$ cat config.mk
export PLATFORM = sky130hd
export DESIGN_NAME = jmb_9x9_box_sum
export DESIGN_NICKNAME = d
export VERILOG_FILES = /design/src/rtl/jmb_window_pkg.sv /design/src/rtl/jmb_add3_reg.sv /design/src/rtl/jmb_9x9_box_sum.sv
export SDC_FILE = /design/constraint.sdc
export NUM_CORES = 2
export LEC_CHECK = 0
export ABC_AREA = 1
export BUFFER_PORTS_ARGS = -buffer_cell sky130_fd_sc_hd__buf_2
export CAP_MARGIN = 0
export CELL_PAD_IN_SITES_DETAIL_PLACEMENT = 1
export CELL_PAD_IN_SITES_GLOBAL_PLACEMENT = 1
export CORE_MARGIN = 10
export CORE_UTILIZATION = 45
export DETAILED_ROUTE_END_ITERATION = 6
export GPL_TIMING_DRIVEN = 0
export PLACE_DENSITY_LB_ADDON = 0.1
export SYNTH_ARGS = -nofsm -noshare
export SYNTH_HDL_FRONTEND = slang
export SYNTH_SLANG_ARGS = --single-unit
$ cat constraint.sdc
create_clock -name clock -period 7.22 [get_ports clock]
set_input_delay 0.361 -clock clock [delete_from_list [all_inputs] [get_ports clock]]
set_output_delay 0.361 -clock clock [all_outputs]
set_load 0.02 [all_outputs]
$ cat src/rtl/jmb_window_pkg.sv
// Shared constants and helpers for the 9x9 window blocks.
// Latency: none (package only).
// Backpressure: not applicable.
//
// KERNEL/TAPS describe the square window. sum_width() gives the exact width of
// an 81-tap unsigned sum. tap() gives the LSB offset of tap (r,c) inside the
// flattened, row-major window bus (w00 at the LSBs).
package jmb_window_pkg;

  localparam int KERNEL = 9;
  localparam int TAPS   = KERNEL * KERNEL;

  // 81 * (2^pw - 1) < 2^(pw+7), so seven extra bits hold any window sum.
  function automatic int sum_width(input int pw);
    return pw + 7;
  endfunction

  function automatic int tap(input int r, input int c, input int pw);
    return (r * KERNEL + c) * pw;
  endfunction

endpackage

$ cat src/rtl/jmb_add3_reg.sv
// Registered 3-input unsigned adder used to build the box-sum tree.
// Latency: 1 cycle from inputs to sum_o; free-running, no enable.
// Backpressure: none; a new sum is captured on every clock edge.
//
// Ports:
//   clk_i, rst_n_i     clock and asynchronous active-low reset
//   a_i, b_i, c_i      IN_W-bit unsigned addends (zero-extended)
//   sum_o              OUT_W-bit registered sum
module jmb_add3_reg #(
  parameter int IN_W  = 8,
  parameter int OUT_W = IN_W + 2
) (
  input  logic             clk_i,
  input  logic             rst_n_i,
  input  logic [IN_W-1:0]  a_i,
  input  logic [IN_W-1:0]  b_i,
  input  logic [IN_W-1:0]  c_i,
  output logic [OUT_W-1:0] sum_o
);

  logic [OUT_W-1:0] sum_d;
  logic [OUT_W-1:0] sum_q;

  // OUT_W may be narrower than IN_W+2 at the final stage; the caller
  // guarantees the real operand range still fits.
  always_comb begin
    sum_d = OUT_W'(a_i) + OUT_W'(b_i) + OUT_W'(c_i);
  end

  always_ff @(posedge clk_i or negedge rst_n_i) begin
    if (!rst_n_i) begin
      sum_q <= '0;
    end else begin
      sum_q <= sum_d;
    end
  end

  assign sum_o = sum_q;

endmodule

$ cat src/rtl/jmb_9x9_box_sum.sv
// Sums the 81 taps of a 9x9 sliding window and flags fully-inside windows.
// Latency: 5 cycles from the enable of a pixel to its sum (4 from taps).
// Backpressure: none; enable gaps become bubbles with sum_valid low.
//
// Ports:
//   clock, reset_n   clock and asynchronous active-low reset
//   enable           one pixel accepted per high cycle (same strobe as the
//                    window generator, whose taps lag enable by one cycle)
//   window           81 flattened taps, w00 at the LSBs, row-major
//   sum_out          unsigned window sum
//   sum_valid        sum_out belongs to a window lying fully inside the image
//   centre_row/col   coordinates of the window centre
//   frame_done       pulses with the last valid sum of the frame
module jmb_9x9_box_sum
  import jmb_window_pkg::*;
#(
  parameter int  pixel_width  = 8,
  parameter int  image_width  = 10,
  parameter int  image_height = 10,
  localparam int SUM_W        = sum_width(pixel_width),
  localparam int ROW_W        = $clog2(image_height),
  localparam int COL_W        = $clog2(image_width)
) (
  input  logic                        clock,
  input  logic                        reset_n,
  input  logic                        enable,
  input  logic [TAPS*pixel_width-1:0] window,
  output logic [SUM_W-1:0]            sum_out,
  output logic                        sum_valid,
  output logic [ROW_W-1:0]            centre_row,
  output logic [COL_W-1:0]            centre_col,
  output logic                        frame_done
);

  localparam logic [ROW_W-1:0] ROW_LAST = ROW_W'(image_height - 1);
  localparam logic [COL_W-1:0] COL_LAST = COL_W'(image_width - 1);
  localparam int               NSTAGE   = 5;

  typedef struct packed {
    logic             vld;
    logic             last;
    logic [ROW_W-1:0] row;
    logic [COL_W-1:0] col;
  } tag_t;

  // ---------------------------------------------------------------------
  // Raster position of the pixel being accepted this cycle.
  // ---------------------------------------------------------------------
  logic [ROW_W-1:0] row_q, row_d;
  logic [COL_W-1:0] col_q, col_d;

  always_comb begin
    row_d = row_q;
    col_d = col_q;
    if (enable) begin
      if (col_q == COL_LAST) begin
        col_d = '0;
        row_d = (row_q == ROW_LAST) ? '0 : row_q + ROW_W'(1);
      end else begin
        col_d = col_q + COL_W'(1);
      end
    end
  end

  always_ff @(posedge clock or negedge reset_n) begin
    if (!reset_n) begin
      row_q <= '0;
      col_q <= '0;
    end else begin
      row_q <= row_d;
      col_q <= col_d;
    end
  end

  // ---------------------------------------------------------------------
  // Tag pipeline. Stage 0 is captured with the enable, one cycle before the
  // taps appear, then it rides alongside the four adder stages.
  // A window is fully inside once at least 8 rows and 8 columns precede
  // the newest pixel; the centre sits 4 back in each direction.
  // ---------------------------------------------------------------------
  tag_t tag_d;
  tag_t tag_q [NSTAGE];

  always_comb begin
    tag_d      = '0;
    tag_d.vld  = enable && (row_q >= ROW_W'(KERNEL - 1)) && (col_q >= COL_W'(KERNEL - 1));
    tag_d.last = (row_q == ROW_LAST) && (col_q == COL_LAST);
    tag_d.row  = row_q - ROW_W'(KERNEL / 2);
    tag_d.col  = col_q - COL_W'(KERNEL / 2);
  end

  always_ff @(posedge clock or negedge reset_n) begin
    if (!reset_n) begin
      for (int i = 0; i < NSTAGE; i++) begin
        tag_q[i] <= '0;
      end
    end else begin
      tag_q[0] <= tag_d;
      for (int i = 1; i < NSTAGE; i++) begin
        tag_q[i] <= tag_q[i-1];
      end
    end
  end

  // ---------------------------------------------------------------------
  // Adder tree: 27 triples -> 9 row sums -> 3 band sums -> total.
  // ---------------------------------------------------------------------
  logic [pixel_width+1:0] s1 [27];
  logic [pixel_width+3:0] s2 [9];
  logic [pixel_width+5:0] s3 [3];
  logic [SUM_W-1:0]       s4;

  for (genvar r = 0; r < KERNEL; r++) begin : g_row
    for (genvar g = 0; g < 3; g++) begin : g_trip
      jmb_add3_reg #(
        .IN_W  (pixel_width),
        .OUT_W (pixel_width + 2)
      ) u_s1 (
        .clk_i   (clock),
        .rst_n_i (reset_n),
        .a_i     (window[tap(r, 3*g,     pixel_width) +: pixel_width]),
        .b_i     (window[tap(r, 3*g + 1, pixel_width) +: pixel_width]),
        .c_i     (window[tap(r, 3*g + 2, pixel_width) +: pixel_width]),
        .sum_o   (s1[3*r + g])
      );
    end

    jmb_add3_reg #(
      .IN_W  (pixel_width + 2),
      .OUT_W (pixel_width + 4)
    ) u_s2 (
      .clk_i   (clock),
      .rst_n_i (reset_n),
      .a_i     (s1[3*r]),
      .b_i     (s1[3*r + 1]),
      .c_i     (s1[3*r + 2]),
      .sum_o   (s2[r])
    );
  end

  for (genvar k = 0; k < 3; k++) begin : g_band
    jmb_add3_reg #(
      .IN_W  (pixel_width + 4),
      .OUT_W (pixel_width + 6)
    ) u_s3 (
      .clk_i   (clock),
      .rst_n_i (reset_n),
      .a_i     (s2[3*k]),
      .b_i     (s2[3*k + 1]),
      .c_i     (s2[3*k + 2]),
      .sum_o   (s3[k])
    );
  end

  // Three band sums can reach 3*(2^(pw+6)-1) in principle, but the true
  // 81-tap total always fits SUM_W, so the narrower output is exact.
  jmb_add3_reg #(
    .IN_W  (pixel_width + 6),
    .OUT_W (SUM_W)
  ) u_s4 (
    .clk_i   (clock),
    .rst_n_i (reset_n),
    .a_i     (s3[0]),
    .b_i     (s3[1]),
    .c_i     (s3[2]),
    .sum_o   (s4)
  );

  assign sum_out    = s4;
  assign sum_valid  = tag_q[NSTAGE-1].vld;
  assign centre_row = tag_q[NSTAGE-1].row;
  assign centre_col = tag_q[NSTAGE-1].col;
  assign frame_done = tag_q[NSTAGE-1].vld && tag_q[NSTAGE-1].last;

endmodule

After elaboration in Yosys (flattened, before gate mapping)
Cells that the tools add are included.

Flip-flop bits (word level): 493. Input bits: 651.

Add/subtract/negate cells: 84. $lt $le $gt $ge: 2. Equal/unequal tests: 2. Mux-type cells: 2. Reduce and logical (&&, ||, !) cells: 5.

Operators by type and width (count): 10-bit by 8-bit adder with 10-bit output (27); 8-bit by 8-bit adder with 9-bit output (27); 12-bit by 10-bit adder with 12-bit output (9); 10-bit by 10-bit adder with 11-bit output (9); 14-bit by 12-bit adder with 14-bit output (3); 12-bit by 12-bit adder with 13-bit output (3); 14-bit by 14-bit adder with 15-bit output (1); 15-bit by 14-bit adder with 15-bit output (1); 4-bit by 1-bit adder with 4-bit output (second input constant) (2); 4-bit equality test (second input constant) (2); 4-bit greater-or-equal comparator (second input constant) (2); 4-bit two-way mux (2); 4-bit by 3-bit subtractor with 4-bit output (second input constant) (2); 1-bit logical AND (4); 2-bit AND reduction (1).

Depth between registers and ports, before layout
Depth in word-level cells: 3. Mapped depth: 19.

Modules after synthesis
From an unflattened synthesis, not the netlist that was laid out.

Cells, all modules: 4075. Area total of the unflattened synthesis: 37587.3 sq um.

By module, submodules not included: jmb_add3_reg (g_row[0].g_trip[0].u_s1 ...) (instances 13, cells each 83, area each 797.0 sq um, seq. area each 250.2 sq um); jmb_add3_reg (g_row[6].g_trip[2].u_s1 ...) (instances 7, cells each 83, area each 767.0 sq um, seq. area each 250.2 sq um); jmb_add3_reg (g_row[0].u_s2 ...) (instances 5, cells each 119, area each 1018.5 sq um, seq. area each 300.3 sq um); jmb_add3_reg (g_row[5].g_trip[0].u_s1 ...) (instances 5, cells each 83, area each 799.5 sq um, seq. area each 250.2 sq um); jmb_add3_reg (g_band[0].u_s3 ...) (instances 3, cells each 155, area each 1262.5 sq um, seq. area each 350.3 sq um); jmb_add3_reg (g_row[4].u_s2 ...) (instances 2, cells each 119, area each 1017.2 sq um, seq. area each 300.3 sq um); jmb_add3_reg (g_row[6].u_s2 ...) (instances 2, cells each 119, area each 1012.2 sq um, seq. area each 300.3 sq um); jmb_9x9_box_sum (instances 1, cells each 120, area each 1821.7 sq um, seq. area each 1451.4 sq um); jmb_add3_reg (g_row[4].g_trip[1].u_s1 ...) (instances 2, cells each 83, area each 808.3 sq um, seq. area each 250.2 sq um); jmb_add3_reg (u_s4) (instances 1, cells each 178, area each 1482.7 sq um, seq. area each 375.4 sq um).

Least setup slack after synthesis
No wires, ideal clock.

Path kind: reg-to-reg. From: register g_row[1].u_s2.sum_q[0]. To: register g_band[0].u_s3.sum_q[11]. Library setup time: 0.125 ns. Arrival time: 2.327 ns. Required time: 7.095 ns. Path slack: 4.768 ns. Stages on the path, launching flop included: 14. Buffers on the path: 0. Period minus slack after synthesis: 2.452 ns. Path through: dfrtp_1 > ha_1 > inv_1 > fa_1 > o21ai_2 > inv_1 > o21bai_2 > xor2_1 > ha_1 > a21oi_1 > nand2_1 > nand2_1 > nand3_2 > xor2_1.

Cells in the longest elaborated chain, start to end: 2.

Ends and longest elaborated chain: from (decl) (RTL line jmb_add3_reg.sv:22) `logic [OUT_W-1:0] sum_q;`; from (signal assigned) (RTL line jmb_add3_reg.sv:34) `sum_q <= sum_d;`; 12-bit by 12-bit adder with 13-bit output (RTL line jmb_add3_reg.sv:27) `sum_d = OUT_W'(a_i) + OUT_W'(b_i) + OUT_W'(c_i);`; 14-bit by 12-bit adder with 14-bit output (RTL line jmb_add3_reg.sv:27); named net g_band[0].u_s3.sum_d[11] (RTL line jmb_add3_reg.sv:21) `logic [OUT_W-1:0] sum_d;`; to (signal assigned) (RTL line jmb_add3_reg.sv:34); to (decl) (RTL line jmb_add3_reg.sv:22).

The timed path passes the listed nets, and every way through them passes these cells. A chain may end at the register's enable or synchronous reset.

Final worst setup path
From: register g_row[6].u_s2.sum_q[0]. To: register g_band[2].u_s3.sum_q[12].

Cells in the longest elaborated chain, start to end: 2.

Ends and longest elaborated chain (RTL line): from (decl) (jmb_add3_reg.sv:22); from (signal assigned) (jmb_add3_reg.sv:34); 12-bit by 12-bit adder with 13-bit output (jmb_add3_reg.sv:27); 14-bit by 12-bit adder with 14-bit output (jmb_add3_reg.sv:27); named net g_band[2].u_s3.sum_d[12] (jmb_add3_reg.sv:21); to (signal assigned) (jmb_add3_reg.sv:34); to (decl) (jmb_add3_reg.sv:22).

The timed path passes the listed nets, and every way through them passes these cells.

==> results <==
- Of the total power, the share spent switching nets is 0.524.
- Synthesis produced between 5,000 and 6,000 cells.
- The critical path's slowest cell is fa_1.
- In the global route stage, overall resource usage came out at 0.234.
- The port buffer count is around 680.
- The max-slew violation count was 0.
- The run finished with clean final reports.
- The largest total area in the synthesized netlist belongs to dfrtp_1.
- The horizontal die dimension is between 300 and 400 um.
- The combinational group share of total power is 0.725.
- The H-tree generated during clock tree synthesis spans 2 levels.
- After clock tree synthesis, the repair step resized 0 gates.
- In this run the power density over the cells is ~560 nW/um2.
- Data on the critical path arrives at its endpoint at 3.40 ns.
- Summing all multi-input logic gate instances after layout gives approximately 29,000 um2.
- The proportion of synthesized chip area in sequential cells is 0.279.
- IR analysis of the VDD net gives a maximum drop of slightly below 0.0003 V.
- The required time of the critical path is between 7 and 8 ns.
- The area overhead of the layout relative to synthesis is 17.0%.
- For this run, the slowest stage of the critical path takes around 0.43 ns.
- The residual overflow from global routing is 0.
- The worst min-delay path category is input port to register.
- Yosys attributes the largest share of cell area to dfrtp_1 (28%), ha_1 (20%), nand2_1 (11%).
- CTS placed an instance of clkbuf_16 at the clock tree root.
- The worst register-to-register path has a setup slack of 4.32 ns.
- Across all hold checks on the routed design, the worst slack comes to ~0.035 ns.
- In the finished design, the share of the clock period the worst path needs comes to 0.402.
- The number of antenna violations at the first check in global routing is 26.
- Cell internal power was estimated by the tool at between 10 and 15 mW.
- The final layout contains routed wiring with a total length of around 130,000 um.
- STA classifies the critical path startpoint as a register.
- STA classifies the critical path endpoint as a register.
- The number of cells on the worst reg-to-reg path is 17.
- Counting both buffers and inverters, the worst setup path holds a total of 2.
- The number of cells on the worst hold path is 2.
- Once detail routing completed, the nets flagged for antenna violations numbered 0.
- The placed wire-length estimate after detailed placement is roughly 110,000 um.
- The dominant delay contributor by cell family on the critical path is simple AND/OR/NAND/NOR gates.
- After detailed routing, the average wire length per cell comes to around 17 um.
- For this design, the sink count on the clock tree is roughly 500.
- The overall power is slightly below 30 mW.
- Subtracting the final worst setup slack from the clock period gives approximately 2.9 ns.
- The number of synthesized register bits is 493.
- The number of failing hold endpoints at the final stage is 0.
- The last element of the critical path is g_band[2].u_s3.sum_o[12]$_DFF_PN0_.
- The cell area after synthesis is about 44,000 um2.
- The worst setup path category is register to register.
- For this run, the top clock speed supported by timing is between 300 and 400 MHz.
- The start point of the critical path is g_row[6].u_s2.sum_o[0]$_DFF_PN0_.
- Of the total power, the clock network draws 0.106.
- In this run the core area contains 115 standard-cell rows.
- The area of the die is ~110,000 um2.
- Averaged over all synthesized cells, the footprint is between 7 and 8 um2.
- In this run the tightest slew margin relative to its limit is 0.425.
- The share of cells above drive strength 1 is 0.132.
- The most frequent standard cell in the layout excluding fill and tap cells is nand2_1.
- The area share of the largest cell type after synthesis is 0.279.
- The number of global-route vias before repair is 43,856.
- The cell depth of the worst setup path is 17.
- The number of design rule violations left after detail routing is 0.
- The worst register-to-register path begins at g_row[6].u_s2.sum_o[0]$_DFF_PN0_.
- Of the total power, registers draw 0.169.
- The synthesized netlist net count is between 7,000 and 8,000.
- The register area is between 10,000 and 15,000 um2.
- In the layout the commonest cells are nand2_1 (1,262), inv_1 (804), ha_1 (701).
- Setup repair after global routing left no endpoint under its margin.
- The latest clock arrival within the worst-skew pair is 0.66 ns.
- The analysis attributes to cell leakage a power of between 20 and 30 nW.
- The total CTS buffers is between 50 and 60.
- The number of top-level pins is approximately 680.
- Clock-pin slew was measured on the worst setup and hold paths at 0.06 ns.
- Setup violations remaining at the end of the flow were counted as 0.
- The post-route clock skew is approximately 0.023 ns.
- For this configuration, the core starts out at a cell density of 0.452.
- In this run, the number of DRC markers left after iteration 0 of detailed routing was 1,311.
- Routability-driven placement finished with a final weighted congestion of between 0.8 and 0.9.
- The core region area is 98,000 um2.
- The net switching component of the power is 15.3 mW.
- The largest net degree at the start of global routing is about 110.
- The max-capacitance violation count is 0.
- In this run, distinct cell masters in the synthesized netlist total 40.
- No sink is reached through more buffers than the 3 on the longest clock path.
- The routed layout has between 30,000 and 40,000 vias.
- After filler insertion, the fill cell instance count of the layout stands at 12,384.
- In this run the worst path has a maximum fanout of 3.
- The number of warnings issued by yosys is 0.
- Traced cell by cell, the critical path runs through ha_1, inv_1, fa_1, o21ai_2, nand2_1, nand2_1, nand2_1, nand3_1, nand2_1, ha_1, nand2_1, nor2_1, nand3_1, nand3_1, inv_1, nand2_1, nand2_1.
- The most numerous cell type found on the critical path is nand2_1.
- After detailed routing, the number of vias per cell comes to 5.16.
- The CTS tree is built.
- The transition time of the tightest slew-check pin is 0.863 ns.
- The net total in the final layout is 7,838.
- From bottom edge to top edge, the die measures 334 um.
- The first detailed-routing pass ran for 5 iterations.
- The first global-routing pass estimated approximately 220,000 um of wire.
- The end of the worst register-to-register path is g_band[2].u_s3.sum_o[12]$_DFF_PN0_.
-- worst min path at each step --
stage                   startpoint                                    endpoint  slack, ns
5_1_grt                window[112]  g_row[1].g_trip[1].u_s1.sum_o[0]$_DFF_PN0_       0.02
4_1_cts                 window[65]  g_row[0].g_trip[2].u_s1.sum_o[1]$_DFF_PN0_     0.0004
2_1_floorplan              reset_n                     centre_col[0]$_DFF_PN0_       0.07
6_report               window[545]  g_row[7].g_trip[1].u_s1.sum_o[1]$_DFF_PN0_       0.04
3_5_place_dp   tag_q[32]$_DFF_PN0_                         tag_q[22]$_DFF_PN0_       0.34
3_3_place_gp   tag_q[48]$_DFF_PN0_                         tag_q[38]$_DFF_PN0_       0.33
-- flip-flops by register name, indices dropped and copies added (netlist names) --
signal and flops:
g_row.g_trip.u_s1.sum_o 270, g_row.u_s2.sum_o 108, g_band.u_s3.sum_o 42, tag_q 41, u_s4.sum_o 15, centre_col 4
centre_row 4, col_q 4, row_q 4, sum_valid 1
-- per-layer routing --
| layer | part of all wire | up-vias | GRT usage | wire length (um) |
|---|---|---|---|---|
| met4 | 0.024 | 12 | 0.0576 | 3120 |
| met1 | 0.43 | 19060 | 0.280 | 57300 |
| met3 | 0.039 | 170 | 0.0376 | 5140 |
| met5 | 0.00054 | - | 0 | 72 |
| li1 | - | 20089 | - | - |
| met2 | 0.51 | 585 | 0.432 | 67000 |
-- logic make-up (layout without fill, tap and decap cells) --
| kind of cell | after synthesis | count (layout) | synth area share |
|---|---|---|---|
| buffers and inverters | 818 | 1635 | 0.0700 |
| DFF | 493 | 493 | 0.279 |
| AOI/OAI and AO/OA | 753 | 753 | 0.0964 |
| xor gates and xnor gates | 492 | 492 | 0.0973 |
| other | 0 | 19 | 0 |
| and+or+nand+nor | 2269 | 2269 | 0.218 |
| adders and majority gates | 794 | 794 | 0.240 |
-- cell type report --
class                      count  area share
antenna                       19    0.000917
buffer                         8     0.00116
clock buffer                  71      0.0301
clock inverter                31     0.00900
inverter                     810      0.0587
multi-input combinational   4308       0.557
sequential                   493       0.238
tap                         1287      0.0311
timing repair buffer         715      0.0744
-- worst reg2reg max path, stage by stage (launching register included) --
cell,delay (ns)
dfrtp_1,0.38
ha_1,0.20
inv_1,0.08
fa_1,0.43
o21ai_2,0.23
nand2_1,0.07
nand2_1,0.10
nand2_1,0.08
nand3_1,0.07
nand2_1,0.11
ha_1,0.34
nand2_1,0.08
nor2_1,0.17
nand3_1,0.10
nand3_1,0.11
inv_1,0.05
nand2_1,0.05
nand2_1,0.12
-- cell usage after synthesis --
master / n
nand2_1: 1262
inv_1: 804
ha_1: 701
dfrtp_1: 493
nand3_1: 447
a21oi_1: 438
xor2_1: 365
nor2_1: 350
nand4_1: 133
xnor2_1: 127
fa_1: 93
o21ai_0: 78
o21bai_1: 62
a31oi_1: 37
a21o_1: 34
o21ai_1: 34
o211ai_1: 25
nor3_1: 21
nand2_2: 17
nand3_2: 14
a21boi_0: 11
a21oi_2: 11
o21ai_2: 11
and3_1: 9
buf_4: 8
or2_1: 7
o21a_1: 6
inv_2: 5
nor2_2: 3
nor3_2: 2
o31ai_1: 2
a21boi_1: 1
and2_0: 1
clkinv_1: 1
nand3b_1: 1
nor2_4: 1
nor3b_1: 1
o21ai_4: 1
o21bai_2: 1
o22ai_1: 1
-- stage by stage --
step           instances  setup TNS, ns  instance area (um2)  worst slack (ns)  utilization
5_1_grt             7737              0                51800              4.05        0.529
3_5_place_dp        7585              0                49400              4.31        0.504
2_1_floorplan       5619              0                44300              4.77            -
4_1_cts             7723              0                51800              4.29        0.528
6_report            7742              0                51800              4.32        0.529
3_3_place_gp        7581       -1924.28                49300             -3.98        0.503
-- power groups by stage --
stage,clock network (mW),registers [mW],logic [mW]
floorplan,0,4.71,15.6
global placement,0,4.97,20.4
detailed placement,0,4.98,21.0
CTS,3.19,4.97,21.4
global route,3.31,5.05,24.3
finish,3.10,4.94,21.2
-- what timing repair did --
| item | in CTS | in global routing |
|---|---|---|
| hold buffers | 36 | 0 |
| setup buffers | 0 | 0 |
| hold endpoints to repair | 137 | 0 |
(Power assumes the default switching activity.)
